===== src/rtl/pam4_fec_pkg.sv =====
// PAM4 FEC shared types, defaults and the Gray demap helper.
// Used by the frame assembler and its LRP tracker.
package pam4_fec_pkg;

  localparam int FRAME_SYMBOLS_DEF  = 64;
  localparam int LLR_RESOLUTION_DEF = 5;
  localparam int NUM_LRP_DEF        = 4;

  typedef enum logic [1:0] {
    SYM_P3 = 2'd0,
    SYM_P1 = 2'd1,
    SYM_M1 = 2'd2,
    SYM_M3 = 2'd3
  } pam4_sym_e;

  typedef enum logic [1:0] {
    BK_EMPTY,
    BK_FILLING,
    BK_FULL,
    BK_PRESENTED
  } bank_st_e;

  function automatic logic [1:0] gray_map(
    input pam4_sym_e s
  );
    logic [1:0] b;
    b = 2'b00;
    unique case (s)
      SYM_P3: b = 2'b10;
      SYM_P1: b = 2'b11;
      SYM_M1: b = 2'b01;
      SYM_M3: b = 2'b00;
    endcase
    return b;
  endfunction

endpackage


===== src/rtl/pam4_frame_assembler_if.sv =====
// Symbol input stream and frame output handshake bundle.
// master = slicer/decoder side, slave = frame assembler.
interface pam4_frame_assembler_if
  import pam4_fec_pkg::*;
#(
  parameter int FRAME_SYMBOLS  = FRAME_SYMBOLS_DEF,
  parameter int LLR_RESOLUTION = LLR_RESOLUTION_DEF,
  parameter int NUM_LRP        = NUM_LRP_DEF
);
  localparam int IDX_W = $clog2(2*FRAME_SYMBOLS);

  logic [1:0]                      symbol_in;
  logic [LLR_RESOLUTION-1:0]       llr_in;
  logic                            llr_sign_in;
  logic                            in_valid;
  logic [2*FRAME_SYMBOLS-1:0]      frame_bits;
  logic [NUM_LRP*IDX_W-1:0]        lrp_idx;
  logic [NUM_LRP*LLR_RESOLUTION-1:0] lrp_llr;
  logic [NUM_LRP-1:0]              lrp_mask;
  logic                            frame_valid;
  logic                            frame_ready;

  modport master (
    output symbol_in, llr_in, llr_sign_in,
    output in_valid, frame_ready,
    input  frame_bits, lrp_idx, lrp_llr,
    input  lrp_mask, frame_valid
  );

  modport slave (
    input  symbol_in, llr_in, llr_sign_in,
    input  in_valid, frame_ready,
    output frame_bits, lrp_idx, lrp_llr,
    output lrp_mask, frame_valid
  );

endinterface


===== src/rtl/lrp_tracker.sv =====
// Keeps the NUM_LRP least-reliable bit positions of one frame.
// Unsorted entries; a strictly smaller llr evicts the current max.
module lrp_tracker #(
  parameter int NUM_LRP        = 4,
  parameter int LLR_RESOLUTION = 5,
  parameter int IDX_W          = 7
) (
  input  logic                              clk,
  input  logic                              rstn,
  input  logic                              clear,
  input  logic                              update,
  input  logic [LLR_RESOLUTION-1:0]         llr,
  input  logic [IDX_W-1:0]                  idx,
  output logic [NUM_LRP*IDX_W-1:0]          lrp_idx,
  output logic [NUM_LRP*LLR_RESOLUTION-1:0] lrp_llr,
  output logic [NUM_LRP-1:0]                lrp_mask
);

  localparam int SEL_W = (NUM_LRP > 1) ? $clog2(NUM_LRP) : 1;

  typedef logic [LLR_RESOLUTION-1:0] llr_t;

  llr_t               llr_q  [NUM_LRP];
  logic [IDX_W-1:0]   idx_q  [NUM_LRP];
  logic [NUM_LRP-1:0] mask_q;

  llr_t               base_llr [NUM_LRP];
  logic [NUM_LRP-1:0] base_mask;
  logic               has_empty;
  logic [SEL_W-1:0]   empty_sel;
  logic [SEL_W-1:0]   max_sel;
  llr_t               max_llr;

  always_comb begin
    has_empty = 1'b0;
    empty_sel = '0;
    max_sel   = '0;
    base_mask = clear ? '0 : mask_q;
    for (int i = 0; i < NUM_LRP; i++) begin
      base_llr[i] = clear ? '1 : llr_q[i];
    end
    max_llr = base_llr[0];
    for (int i = NUM_LRP-1; i >= 0; i--) begin
      if (!base_mask[i]) begin
        has_empty = 1'b1;
        empty_sel = SEL_W'(i);
      end
    end
    // strict compare keeps the lowest entry on ties
    for (int i = 1; i < NUM_LRP; i++) begin
      if (base_llr[i] > max_llr) begin
        max_llr = base_llr[i];
        max_sel = SEL_W'(i);
      end
    end
  end

  always_ff @(posedge clk) begin
    if (!rstn) begin
      mask_q <= '0;
      for (int i = 0; i < NUM_LRP; i++) begin
        llr_q[i] <= '1;
        idx_q[i] <= '0;
      end
    end else if (update) begin
      mask_q <= base_mask;
      for (int i = 0; i < NUM_LRP; i++) begin
        llr_q[i] <= base_llr[i];
        idx_q[i] <= clear ? '0 : idx_q[i];
      end
      if (has_empty) begin
        mask_q[empty_sel] <= 1'b1;
        llr_q[empty_sel]  <= llr;
        idx_q[empty_sel]  <= idx;
      end else if (llr < max_llr) begin
        llr_q[max_sel] <= llr;
        idx_q[max_sel] <= idx;
      end
    end
  end

  always_comb begin
    lrp_mask = mask_q;
    for (int i = 0; i < NUM_LRP; i++) begin
      lrp_idx[i*IDX_W +: IDX_W] = idx_q[i];
      lrp_llr[i*LLR_RESOLUTION +: LLR_RESOLUTION] = llr_q[i];
    end
  end

endmodule


===== src/rtl/pam4_frame_assembler.sv =====
// Gray-demaps sliced PAM4 symbols into ping-pong frame banks and
// presents each completed frame with its LRP list downstream.
module pam4_frame_assembler
  import pam4_fec_pkg::*;
#(
  parameter int FRAME_SYMBOLS  = FRAME_SYMBOLS_DEF,
  parameter int LLR_RESOLUTION = LLR_RESOLUTION_DEF,
  parameter int NUM_LRP        = NUM_LRP_DEF
) (
  input  logic                    clk,
  input  logic                    rstn,
  input  logic                    en,
  output logic                    overflow,
  pam4_frame_assembler_if.slave   bus
);

  localparam int IDX_W = $clog2(2*FRAME_SYMBOLS);
  localparam int PTR_W =
    (FRAME_SYMBOLS > 1) ? $clog2(FRAME_SYMBOLS) : 1;
  localparam int FB = 2*FRAME_SYMBOLS;

  bank_st_e         st_q [2];
  bank_st_e         st_n [2];
  logic             wr_q, wr_n;
  logic             rd_q, rd_n;
  logic [PTR_W-1:0] ptr_q, ptr_n;
  logic             ovf_q, ovf_n;
  logic [FB-1:0]    bits_q [2];

  logic             take, writable, accept;
  logic             last, valid, hs;
  logic [1:0]       upd;
  logic [IDX_W-1:0] sym_idx;

  logic [NUM_LRP*IDX_W-1:0]          t_idx  [2];
  logic [NUM_LRP*LLR_RESOLUTION-1:0] t_llr  [2];
  logic [NUM_LRP-1:0]                t_mask [2];

  assign take     = rstn && en && bus.in_valid;
  assign writable = (st_q[wr_q] == BK_EMPTY) ||
                    (st_q[wr_q] == BK_FILLING);
  assign accept   = take && writable;
  assign last     = (ptr_q == PTR_W'(FRAME_SYMBOLS-1));
  assign valid    = (st_q[rd_q] == BK_PRESENTED);
  assign hs       = valid && bus.frame_ready;
  assign sym_idx  = IDX_W'({ptr_q, ~bus.llr_sign_in});

  always_comb begin
    st_n[0] = st_q[0];
    st_n[1] = st_q[1];
    wr_n    = wr_q;
    rd_n    = rd_q;
    ptr_n   = ptr_q;
    ovf_n   = ovf_q | (take && !writable);
    upd     = '0;
    upd[wr_q] = accept;
    if (hs) begin
      st_n[rd_q] = BK_EMPTY;
    end
    if (accept) begin
      if (last) begin
        st_n[wr_q] = BK_FULL;
        ptr_n      = '0;
        wr_n       = ~wr_q;
      end else begin
        st_n[wr_q] = BK_FILLING;
        ptr_n      = ptr_q + 1'b1;
      end
    end
    // the other bank holds the older frame, so it goes first
    if (!valid || hs) begin
      unique case (1'b1)
        (st_n[~rd_q] == BK_FULL): begin
          st_n[~rd_q] = BK_PRESENTED;
          rd_n        = ~rd_q;
        end
        (st_n[rd_q] == BK_FULL): begin
          st_n[rd_q] = BK_PRESENTED;
        end
        default: ;
      endcase
    end
  end

  always_ff @(posedge clk) begin
    if (!rstn) begin
      st_q[0]   <= BK_EMPTY;
      st_q[1]   <= BK_EMPTY;
      wr_q      <= 1'b0;
      rd_q      <= 1'b0;
      ptr_q     <= '0;
      ovf_q     <= 1'b0;
      bits_q[0] <= '0;
      bits_q[1] <= '0;
    end else begin
      st_q[0] <= st_n[0];
      st_q[1] <= st_n[1];
      wr_q    <= wr_n;
      rd_q    <= rd_n;
      ptr_q   <= ptr_n;
      ovf_q   <= ovf_n;
      if (accept) begin
        bits_q[wr_q][{ptr_q, 1'b0} +: 2] <=
          gray_map(pam4_sym_e'(bus.symbol_in));
      end
    end
  end

  for (genvar b = 0; b < 2; b++) begin : g_bank
    lrp_tracker #(
      .NUM_LRP        (NUM_LRP),
      .LLR_RESOLUTION (LLR_RESOLUTION),
      .IDX_W          (IDX_W)
    ) u_lrp (
      .clk      (clk),
      .rstn     (rstn),
      .clear    (upd[b] && (ptr_q == '0)),
      .update   (upd[b]),
      .llr      (bus.llr_in),
      .idx      (sym_idx),
      .lrp_idx  (t_idx[b]),
      .lrp_llr  (t_llr[b]),
      .lrp_mask (t_mask[b])
    );
  end

  assign overflow        = ovf_q;
  assign bus.frame_valid = valid;
  assign bus.frame_bits  = valid ? bits_q[rd_q] : '0;
  assign bus.lrp_idx     = valid ? t_idx[rd_q]  : '0;
  assign bus.lrp_llr     = valid ? t_llr[rd_q]  : '0;
  assign bus.lrp_mask    = valid ? t_mask[rd_q] : '0;

endmodule

===== src/flat_wrapper.sv =====
// flat-port wrapper written by rule: the top's interface ports become plain ports
module pam4_frame_assembler_flat import pam4_fec_pkg::*;
#(
  parameter int FRAME_SYMBOLS  = FRAME_SYMBOLS_DEF,
  parameter int LLR_RESOLUTION = LLR_RESOLUTION_DEF,
  parameter int NUM_LRP        = NUM_LRP_DEF
)
  (clk, rstn, en, overflow, bus_symbol_in, bus_llr_in, bus_llr_sign_in, bus_in_valid, bus_frame_ready, bus_frame_bits, bus_lrp_idx, bus_lrp_llr, bus_lrp_mask, bus_frame_valid);
  pam4_frame_assembler_if #(.FRAME_SYMBOLS(FRAME_SYMBOLS), .LLR_RESOLUTION(LLR_RESOLUTION), .NUM_LRP(NUM_LRP)) bus_i ();
  input  logic clk;
  input  logic rstn;
  input  logic en;
  output logic overflow;
  input wire logic [$bits(bus_i.symbol_in)-1:0] bus_symbol_in;
  input wire logic [$bits(bus_i.llr_in)-1:0] bus_llr_in;
  input wire logic [$bits(bus_i.llr_sign_in)-1:0] bus_llr_sign_in;
  input wire logic [$bits(bus_i.in_valid)-1:0] bus_in_valid;
  input wire logic [$bits(bus_i.frame_ready)-1:0] bus_frame_ready;
  output wire logic [$bits(bus_i.frame_bits)-1:0] bus_frame_bits;
  output wire logic [$bits(bus_i.lrp_idx)-1:0] bus_lrp_idx;
  output wire logic [$bits(bus_i.lrp_llr)-1:0] bus_lrp_llr;
  output wire logic [$bits(bus_i.lrp_mask)-1:0] bus_lrp_mask;
  output wire logic [$bits(bus_i.frame_valid)-1:0] bus_frame_valid;
  assign bus_i.symbol_in = bus_symbol_in;
  assign bus_i.llr_in = bus_llr_in;
  assign bus_i.llr_sign_in = bus_llr_sign_in;
  assign bus_i.in_valid = bus_in_valid;
  assign bus_i.frame_ready = bus_frame_ready;
  assign bus_frame_bits = bus_i.frame_bits;
  assign bus_lrp_idx = bus_i.lrp_idx;
  assign bus_lrp_llr = bus_i.lrp_llr;
  assign bus_lrp_mask = bus_i.lrp_mask;
  assign bus_frame_valid = bus_i.frame_valid;
  pam4_frame_assembler #(.FRAME_SYMBOLS(FRAME_SYMBOLS), .LLR_RESOLUTION(LLR_RESOLUTION), .NUM_LRP(NUM_LRP)) u_core (.clk(clk), .rstn(rstn), .en(en), .overflow(overflow), .bus(bus_i));
endmodule

===== config.mk =====
export PLATFORM = sky130hd
export DESIGN_NAME = pam4_frame_assembler_flat
export DESIGN_NICKNAME = d
export VERILOG_FILES = /design/src/rtl/pam4_fec_pkg.sv /design/src/rtl/pam4_frame_assembler_if.sv /design/src/rtl/lrp_tracker.sv /design/src/rtl/pam4_frame_assembler.sv /design/src/flat_wrapper.sv
export SDC_FILE = /design/constraint.sdc
export NUM_CORES = 1
export LEC_CHECK = 0
export ABC_AREA = 0
export CAP_MARGIN = 5
export CORE_ASPECT_RATIO = 1.75
export CORE_MARGIN = 4
export CORE_UTILIZATION = 40
export DETAILED_ROUTE_END_ITERATION = 6
export GPL_ROUTABILITY_DRIVEN = 0
export GPL_TIMING_DRIVEN = 0
export PLACE_DENSITY_LB_ADDON = 0.25
export SLEW_MARGIN = 15
export SYNTH_ARGS = -nofsm -noshare
export SYNTH_HDL_FRONTEND = slang
export SYNTH_HIERARCHICAL = 1
export SYNTH_SLANG_ARGS = --single-unit

===== constraint.sdc =====
create_clock -name clk -period 13.8 [get_ports clk]
set_clock_uncertainty 0.1 [all_clocks]
set_input_delay 2.76 -clock clk [delete_from_list [all_inputs] [get_ports clk]]
set_output_delay 2.76 -clock clk [all_outputs]
set_load 0.1 [all_outputs]

## Word level (Yosys, flattened, before mapping)

Memory sizes are Yosys's and may differ from the RTL's. A register that Yosys moved wholly into a read port is not among the register bits.
Cells that the tools add are included.

| storage, ports and cells | value |
|---|---|
| logic and storage cells | 265 |
| memories kept | 6 |
| register bits after elaboration | 17 |
| bits in writable memories | 356 |

| operators by class | value |
|---|---|
| multiplexer cells | 156 |
| eq/ne operators | 8 |
| shifts and indexed selects | 2 |
| bitwise operators | 38 |
| $add $sub $neg | 2 |
| reductions and logical operators | 27 |
| $lt $le $gt $ge | 20 |

Memories:

| memory | depth | bits a word | rd ports | clocked after Yosys merged registers in | write ports | line | RTL |
|---|---|---|---|---|---|---|---|
| u_core.bits_q | 2 | 128 | 1 | 1 | 2 | pam4_frame_assembler.sv:28 | `logic [FB-1:0] bits_q [2];` |
| u_core.g_bank[0].u_lrp.idx_q | 4 | 7 | 4 | 0 | 5 | lrp_tracker.sv:24 | `logic [IDX_W-1:0] idx_q [NUM_LRP];` |
| u_core.g_bank[1].u_lrp.idx_q | 4 | 7 | 4 | 0 | 5 | lrp_tracker.sv:24 |  |
| u_core.g_bank[0].u_lrp.llr_q | 4 | 5 | 4 | 0 | 5 | lrp_tracker.sv:23 | `llr_t llr_q [NUM_LRP];` |
| u_core.g_bank[1].u_lrp.llr_q | 4 | 5 | 4 | 0 | 5 | lrp_tracker.sv:23 |  |
| u_core.st_q | 2 | 2 | 4 | 2 | 2 | pam4_frame_assembler.sv:22 | `bank_st_e st_q [2];` |

Operators by type and width:

| kind | number |
|---|---|
| two-way mux 128 bit | 4 |
| OR reduction 128 bit | 1 |
| variable shift 2 x 9 -> 128 bit (first input constant) | 1 |
| variable part select 2 x 9 -> 128 bit | 1 |
| two-way mux 7 bit | 18 |
| two-way mux 5 bit | 24 |
| two-way mux 28 bit | 4 |
| two-way mux 20 bit | 4 |
| two-way mux 2 bit | 29 |
| two-way mux 1 bit | 52 |
| two-way mux 4 bit | 12 |
| greater-than comparator 5 bit | 6 |
| bitwise OR 1 bit | 19 |
| bitwise OR 4 bit | 4 |
| OR reduction 7 bit | 2 |
| logical AND 1 bit | 13 |
| == test 2 bit (second input constant) | 5 |
| less-than comparator 5 bit | 2 |
| OR reduction 5 bit | 2 |
| negation 7 -> 9 bit | 1 |
| one-hot mux 2 bit (4 select lines) | 1 |
| one-hot mux 4 bit (2 select lines) | 1 |
| adder 6 x 1 -> 6 bit (second input constant) | 1 |
| bitwise AND 2 bit | 3 |
| other kinds (23) | 43 |

## Logic depth before layout (Yosys ltp)

Gate-level depths: netlist (run 1).

| depth | value |
|---|---|
| depth in word-level cells | 21 |
| mapped depth | 42 |
| depth with buffers taken out | 35 |

## Modules after synthesis

Netlist (run 1), hierarchy kept.

By module, submodules not included:

| module | instances | seq. area each (µm²) | cells an instance | area an instance (µm²) |
|---|---|---|---|---|
| pam4_frame_assembler | 1 | 7987.7 | 1319 | 13658.1 |
| lrp_tracker at u_core.g_bank[0].u_lrp | 1 | 1521.5 | 304 | 3308.2 |
| lrp_tracker at u_core.g_bank[1].u_lrp | 1 | 1521.5 | 301 | 3256.9 |

## Worst setup path after synthesis (run 1)

OpenSTA, ideal clock, no wires.

| timing path | value |
|---|---|
| path kind | input to register |
| start point | in rstn |
| end point | mem u_core.g_bank[0].u_lrp.idx_q[0][0], enable pin |
| slack | 2571 ps |
| required time | 13319 ps |
| library setup time | 381 ps |
| cell stages on the path | 34 |
| arrival | 10749 ps |
| path buffers | 6 |
| path through | clkbuf_1 > nand3_1 > or3_1 > clkbuf_2 > nor2_1 > buf_4 > clkbuf_1 > nor2_1 > inv_1 > ha_1 > o211ai_1 > o31ai_2 > o21a_1 > mux2_2 > nor2_1 > ha_1 > nor2b_1 > o21a_1 > o21ai_1 > clkbuf_1 > mux2_2 > ha_1 > o21ai_1 > a21oi_1 > o31ai_1 > mux2_2 > ha_1 > a21o_1 > a21o_1 > a2111oi_4 > nand3_1 > o311a_4 > clkbuf_1 > o21ai_0 |

RTL lines:

| what | line | RTL |
|---|---|---|
| start, declared | flat_wrapper.sv:11 | `input logic rstn;` |
| end, declared | lrp_tracker.sv:24 |  |

==> impl_metrics.yaml, run 1 <==
status:
  outcome: "finished, final reports clean"
die:
  dieWidth_um: 178
  top_level_ports: 195
  fp.coreArea_um2: 49900
  floorplan.die_area_um2: 54400
  initial_core_util_pct: 40.6
  chipHeight_um: 305
  number_of_placement_rows: 108
layout:
  fin_util_pct: 48.8
  area_delta_synth_final_pct: 20.2
  finalNetCount: 2213
  final_cell_mix: "519 x sky130_fd_sc_hd__nor2_1, 352 x sky130_fd_sc_hd__edfxtp_1, 194 x sky130_fd_sc_hd__clkdlybuf4s50_1"
  layout-drive-gt1-share_pct: 9.37
  commonest_non_fill_non_tap_cell_in_the_layout: "sky130_fd_sc_hd__nor2_1"
route:
  detailedRoute.firstPassIterationCount: 6
  routed-via-count: 16583
  detail_route.wirelength_um: 75100
  drtIter0Drc: 1605
  antenna_violating_nets_post_route: 0
  detail_route.drc_violations: 0
  route.detailed.vias_per_inst: 5.82
  wl_per_cell_um: 26.3
timing:
  hold_viol: 0
  period_share_pct: 95.0
  max_slew_margin_pct: 13.1
  worst_slack_ns: 0.684
  layout_min_cycle_time_ns: 13.12
  grt_setup_unrepaired: "false"
  max_slew.worst_pin.slew_ns: 1.30
  fmaxAchievable_mhz: 76.2
  final-max-slew-violation-count: 0
  timing.setup.tns_ns: 0
  setup_viol: 0
clocking:
  root_buffer: "sky130_fd_sc_hd__clkbuf_16"
  cts_buffer_depth: 3
  cts.sinks: 375
  clk_transition_reported_paths_ns: 0.06
  cts-buffers-inserted: 38
  h-tree-depth: 2
  clock_insertion_delay_worst_skew_ns: 0.54
  cts_tree: "built"
logic_synthesis:
  postSynthCellCount: 1924
  synth-main-ff-cell: "sky130_fd_sc_hd__edfxtp_1"
  number_of_enable_type_register_cells_in_the_synthesized_netlist: 352
  ys_async_sr_fraction_pct: 0
  synth.yosys.seq_area_share_pct: 54.5
  flip_flop_and_latch_count_after_synthesis: 375
  mappedNetlistNets: 1975
  synth.cell_area_um2: 20200
  syn_avg_cell_area_um2: 10.5
  synth_cell_type_count: 97
  yosysWarningCount: 6
power:
  power_per_cell_area_nw_per_um2: 101
  irDropWorstVdd_uv: 88.4
  leakage_dissipation_uw: 0.00767
  tot_pwr_uw: 2450
global_routing:
  grt_max_degree: 18
  grt_antenna_before_repair: 2
  number_of_global_route_vias_before_repair: 16550
  grt_pass1_wl_um: 107000
  grt_remaining_overflow: 0
  grt.total_usage_pct: 26.8
setup_path:
  critPathArrivalTime_ns: 13.18
  r2r.worst_path.cells: 33
  critical_path.endpoint: "u_core/g_bank[0].u_lrp/idx_q[0][3]$_SDFFCE_PN0P_"
  crit_path_end_kind: "flip-flop"
  crit_start: "rstn"
  max_stage_delay_ns: 0.86
  setup_slack_of_the_most_critical_reg_to_reg_path_ns: 2.91
  critical_path.slowest_cell: "sky130_fd_sc_hd__clkdlybuf4s50_1"
  timing.rr.end: "u_core/g_bank[0].u_lrp/idx_q[0][3]$_SDFFCE_PN0P_"
  timing.rr.start: "u_core/ptr_q[4]$_SDFFE_PN0N_"
  worst_setup_path_start_kind: "input port"
  path_max_fanout: 16
  setup.worst_path.class: "in2reg"
  worst-endpoint-required_ns: 13.86
job:
  maxCapViolCount: 0
place:
  place.port_buffers: 194
  hpwl_dp_um: 56300
  worst_case_setup_slack_after_placement_ns: -0.280
min_path:
  timing.hold.worst.class: "reg2reg"
kinds of logic (layout without fill, tap and decap cells):
family | after synthesis | after routing | synth area share, %
DFF | 375 | 375 | 54.5
and+or+nand+nor | 821 | 821 | 18.0
other | 0 | 2 | 0
buffers and inverters | 172 | 436 | 3.85
adders and majority gates | 38 | 38 | 2.35
xor gates and xnor gates | 9 | 9 | 0.390
muxes | 225 | 225 | 11.5
AOI/OAI and AO/OA | 284 | 284 | 9.33
routing by layer:
metal | share of wire, % | routed length (µm) | track usage [%] | vias to the layer above
met5 | 0 | 0 | 0 | -
li1 | - | - | - | 7302
met4 | 8.5 | 6400 | 18.0 | 0
met1 | 32 | 23900 | 27.2 | 7999
met2 | 52 | 39100 | 49.4 | 983
met3 | 7.6 | 5730 | 4.23 | 299
sequential cells by signal, summed over array words and instances, names as in the netlist, named ones only:
| signal | flops |
|---|---|
| u_core/g_bank.u_lrp/lrp_mask | 8 |
| u_core/overflow | 1 |
| u_core/bits_q | 256 |
| u_core/wr_q | 1 |
| u_core/ptr_q | 6 |
| u_core/rd_q | 1 |
| u_core/g_bank.u_lrp/idx_q | 56 |
| u_core/g_bank.u_lrp/llr_q | 40 |
| u_core/st_q | 4 |
power by group:
group	total, µW	switching (µW)	internal [µW]
Clock	1050	438	616
Combinational	107	78.3	28.7
Sequential	1290	11.5	1270
Total	2450	528	1920
critical path, delay by kind of cell:
family                   cells  cell delay (ns)
AO/OA/AOI/OAI               13             3.89
adder cells (fa/ha/maj)      4             0.86
buffers and inverters        8             2.84
multiplexers                 3             1.18
AND/OR/NAND/NOR              7             1.62
timing repair:
item,CTS,global route
buffers inserted,0,0
resized for setup,0,4
setup endpoints to repair,0,26
hold buffers,0,0
layout make-up:
cell class,instances,area (µm²)
clock buffers,52,1060
diodes,2,5.00
multi-input cells,1377,8440
plain buffers,132,638
flip-flops and latches,375,11000
fillers,4581,25600
well taps,660,826
repair buffers,198,1970
clock inverters,14,179
inverters,40,150
per-stage QoR:
step                      cell area [µm²]  instances  hold WS, ns
after floorplan                     20200       1924        0.371
after global placement              23000       2778        0.428
after detailed placement            23000       2781        0.430
after CTS                           24300       2847        0.443
after global routing                24300       2848        0.464
final                               24300       2850        0.459
synth_stat cells, types with 13 or more instances:
| cell | number | area, µm² |
|---|---|---|
| sky130_fd_sc_hd__a211oi_1 | 13 | 97.6 |
| sky130_fd_sc_hd__a21oi_1 | 25 | 125 |
| sky130_fd_sc_hd__and2_1 | 50 | 313 |
| sky130_fd_sc_hd__buf_2 | 30 | 150 |
| sky130_fd_sc_hd__clkbuf_1 | 78 | 293 |
| sky130_fd_sc_hd__dfxtp_1 | 23 | 460 |
| sky130_fd_sc_hd__edfxtp_1 | 352 | 10600 |
| sky130_fd_sc_hd__ha_1 | 38 | 475 |
| sky130_fd_sc_hd__inv_1 | 39 | 146 |
| sky130_fd_sc_hd__mux2_2 | 34 | 383 |
| sky130_fd_sc_hd__mux2i_1 | 183 | 1830 |
| sky130_fd_sc_hd__nand2_1 | 103 | 387 |
| sky130_fd_sc_hd__nand2b_1 | 22 | 138 |
| sky130_fd_sc_hd__nand3_1 | 21 | 105 |
| sky130_fd_sc_hd__nor2_1 | 519 | 1950 |
| sky130_fd_sc_hd__o21ai_0 | 132 | 661 |
| sky130_fd_sc_hd__o21ai_1 | 19 | 95.1 |
how the worst min path moves through the flow:
stage | from | end | slack [ns] | cells past startpoint
floorplan | u_core/g_bank[0].u_lrp/lrp_mask[0]$_SDFFE_PN0P_ | u_core/g_bank[0].u_lrp/lrp_mask[0]$_SDFFE_PN0P_ | 0.37 | 1
global placement | u_core/g_bank[0].u_lrp/lrp_mask[0]$_SDFFE_PN0P_ | u_core/g_bank[0].u_lrp/lrp_mask[0]$_SDFFE_PN0P_ | 0.43 | 1
detailed placement | u_core/overflow$_SDFF_PN0_ | u_core/overflow$_SDFF_PN0_ | 0.43 | 2
CTS | u_core/g_bank[0].u_lrp/lrp_mask[2]$_SDFFE_PN0P_ | u_core/g_bank[0].u_lrp/lrp_mask[2]$_SDFFE_PN0P_ | 0.44 | 2
global route | u_core/g_bank[0].u_lrp/lrp_mask[0]$_SDFFE_PN0P_ | u_core/g_bank[0].u_lrp/lrp_mask[0]$_SDFFE_PN0P_ | 0.46 | 1
finish | u_core/g_bank[0].u_lrp/lrp_mask[0]$_SDFFE_PN0P_ | u_core/g_bank[0].u_lrp/lrp_mask[0]$_SDFFE_PN0P_ | 0.46 | 1
Note: power is estimated with default switching activity, not from simulation.
==> run 2, diff against run 1 <==
--- a/config.mk
+++ b/config.mk
@@ -6,10 +6,10 @@
 export NUM_CORES = 1
 export LEC_CHECK = 0
 export ABC_AREA = 0
-export CAP_MARGIN = 5
+export CAP_MARGIN = 20
 export CORE_ASPECT_RATIO = 1.75
 export CORE_MARGIN = 4
-export CORE_UTILIZATION = 40
+export CORE_UTILIZATION = 35
 export DETAILED_ROUTE_END_ITERATION = 6
 export GPL_ROUTABILITY_DRIVEN = 0
 export GPL_TIMING_DRIVEN = 0
==> impl_metrics.yaml, run 2 (synthesis results as in run 1) <==
status:
  outcome: "finished, final reports clean"
die:
  chipHeight_um: 326
  initial_core_util_pct: 35.4
  dieWidth_um: 190
  fp.coreArea_um2: 57200
  number_of_placement_rows: 116
  top_level_ports: 195
  floorplan.die_area_um2: 61800
route:
  detailedRoute.firstPassIterationCount: 6
  detail_route.drc_violations: 0
  antenna_violating_nets_post_route: 0
  detail_route.wirelength_um: 76500
  routed-via-count: 16547
  drtIter0Drc: 1682
  route.detailed.vias_per_inst: 5.60
  wl_per_cell_um: 25.9
place:
  hpwl_dp_um: 58300
  place.port_buffers: 194
clocking:
  cts-buffers-inserted: 39
  cts_buffer_depth: 3
  root_buffer: "sky130_fd_sc_hd__clkbuf_16"
  h-tree-depth: 2
  cts.sinks: 375
  clock_insertion_delay_worst_skew_ns: 0.55
  cts_tree: "built"
  cts.repair_timing.setup_buffer_count: 0
  clk_transition_reported_paths_ns: 0.06
global_routing:
  grt.total_usage_pct: 23.6
  grt_remaining_overflow: 0
  number_of_global_route_vias_before_repair: 16437
  grt_max_degree: 18
  grt_pass1_wl_um: 107000
  grt_antenna_before_repair: 0
timing:
  final-max-slew-violation-count: 0
  fmaxAchievable_mhz: 76.6
  max_slew.worst_pin.slew_ns: 1.25
  layout_min_cycle_time_ns: 13.05
  setup_viol: 0
  hold_viol: 0
  holdWs_ns: 0.444
  period_share_pct: 94.6
  timing.setup.tns_ns: 0
  max_slew_margin_pct: 16.9
power:
  power.share.combinational_pct: 4.3
  power_per_cell_area_nw_per_um2: 101
  power.share.switching_pct: 22.1
  seqPwrFrac_pct: 52.2
  leakage_dissipation_uw: 0.00768
  power_switching_uw: 544
  irDropWorstVdd_uv: 77.2
  cell_internal_pwr_uw: 1920
  power.clock.fraction_pct: 43.4
setup_path:
  critical_path.slowest_cell: "sky130_fd_sc_hd__clkdlybuf4s50_1"
  setup.worst_path.class: "in2reg"
  cp_num_buf_inv: 8
  critical-path-top-delay-family: "compound AO/OA/AOI/OAI gates"
  critical-path-top-cell-by-count: "sky130_fd_sc_hd__ha_1"
  path_max_fanout: 16
  max_stage_delay_ns: 0.86
  crit_path_end_kind: "flip-flop"
  critPathArrivalTime_ns: 13.15
  setup_slack_of_the_most_critical_reg_to_reg_path_ns: 2.94
  worst_setup_path_start_kind: "input port"
  worst-endpoint-required_ns: 13.89
layout:
  largest_register_ff_count: 256
  finalNetCount: 2214
  commonest_non_fill_non_tap_cell_in_the_layout: "sky130_fd_sc_hd__nor2_1"
  area_delta_synth_final_pct: 21.1
  fin_util_pct: 42.8
  largest_register: "u_core/bits_q"
  final_cell_mix: "519 x sky130_fd_sc_hd__nor2_1, 352 x sky130_fd_sc_hd__edfxtp_1, 194 x sky130_fd_sc_hd__clkdlybuf4s50_1"
  reg_top3: "u_core/bits_q x256, u_core/g_bank.u_lrp/idx_q x56, u_core/g_bank.u_lrp/llr_q x40"
  antenna_cells_inserted: 0
  layout-drive-gt1-share_pct: 9.51
job:
  maxCapViolCount: 0
min_path:
  timing.hold.worst.class: "reg2reg"
run 2: cell types whose count changed in the layout (fill, tap and decap cells not counted), moves of 3 or more:
cell	change
sky130_fd_sc_hd__clkinv_2	-4
sky130_fd_sc_hd__clkbuf_8	-4
sky130_fd_sc_hd__clkinv_1	+5
sky130_fd_sc_hd__buf_1	-3
sky130_fd_sc_hd__clkinvlp_4	+3
sky130_fd_sc_hd__clkbuf_1	-5
run 2: through the flow:
step	cell area (µm²)	power (µW)	setup WS [ns]	cells
finish	24500	2460	0.748	2955
global route	24500	2520	-0.00419	2955
CTS	24500	2470	0.0225	2955
detailed placement	23200	1410	-0.491	2889
global placement	23100	1410	-0.345	2885
floorplan	20200	1370	2.57	1924
run 2: worst register-to-register path: cells and delay by family, from the launching register on:
kind | cells | cell delay (ns)
simple gates | 9 | 1.68
flops | 1 | 0.76
fa+ha+maj | 5 | 1.53
mux | 2 | 0.75
buf+inv | 9 | 1.90
compound gates | 13 | 3.75
run 2: final timing paths:
check / start / endpoint / cells after the start
max: rstn / u_core/g_bank[0].u_lrp/idx_q[1][0]$_SDFFCE_PN0P_ / 36
min: u_core/g_bank[0].u_lrp/lrp_mask[0]$_SDFFE_PN0P_ / u_core/g_bank[0].u_lrp/lrp_mask[0]$_SDFFE_PN0P_ / 1
max reg2reg: u_core/ptr_q[0]$_SDFFE_PN0N_ / u_core/g_bank[1].u_lrp/idx_q[0][4]$_SDFFCE_PN0P_ / 38
min reg2reg: u_core/g_bank[0].u_lrp/lrp_mask[0]$_SDFFE_PN0P_ / u_core/g_bank[0].u_lrp/lrp_mask[0]$_SDFFE_PN0P_ / 1
run 2: layout make-up:
class	count	area (µm²)
fill	5518	32700
tap	767	960
multi-input combinational	1377	8440
sequential	375	11000
inverter	40	150
clock inverter	22	269
timing repair buffer	198	1990
clock buffer	44	995
buffer	132	643
run 2: repair_timing:
action,in CTS,in global routing
resized for setup,0,5
setup endpoints to repair,0,40
hold buffers,0,0
run 2: routing by layer:
layer	GRT usage, %	wire [µm]
met1	23.9	24900
met2	45.5	41100
met3	2.97	5050
met4	13.6	5500
met5	0	0
run 2: power by group through the flow:
stage	clock [µW]	sequential (µW)	combinational, µW
6_report	1070	1290	107
3_3_place_gp	0	1310	102
5_1_grt	1120	1290	113
3_5_place_dp	0	1310	104
4_1_cts	1080	1290	105
2_1_floorplan	0	1300	65.2
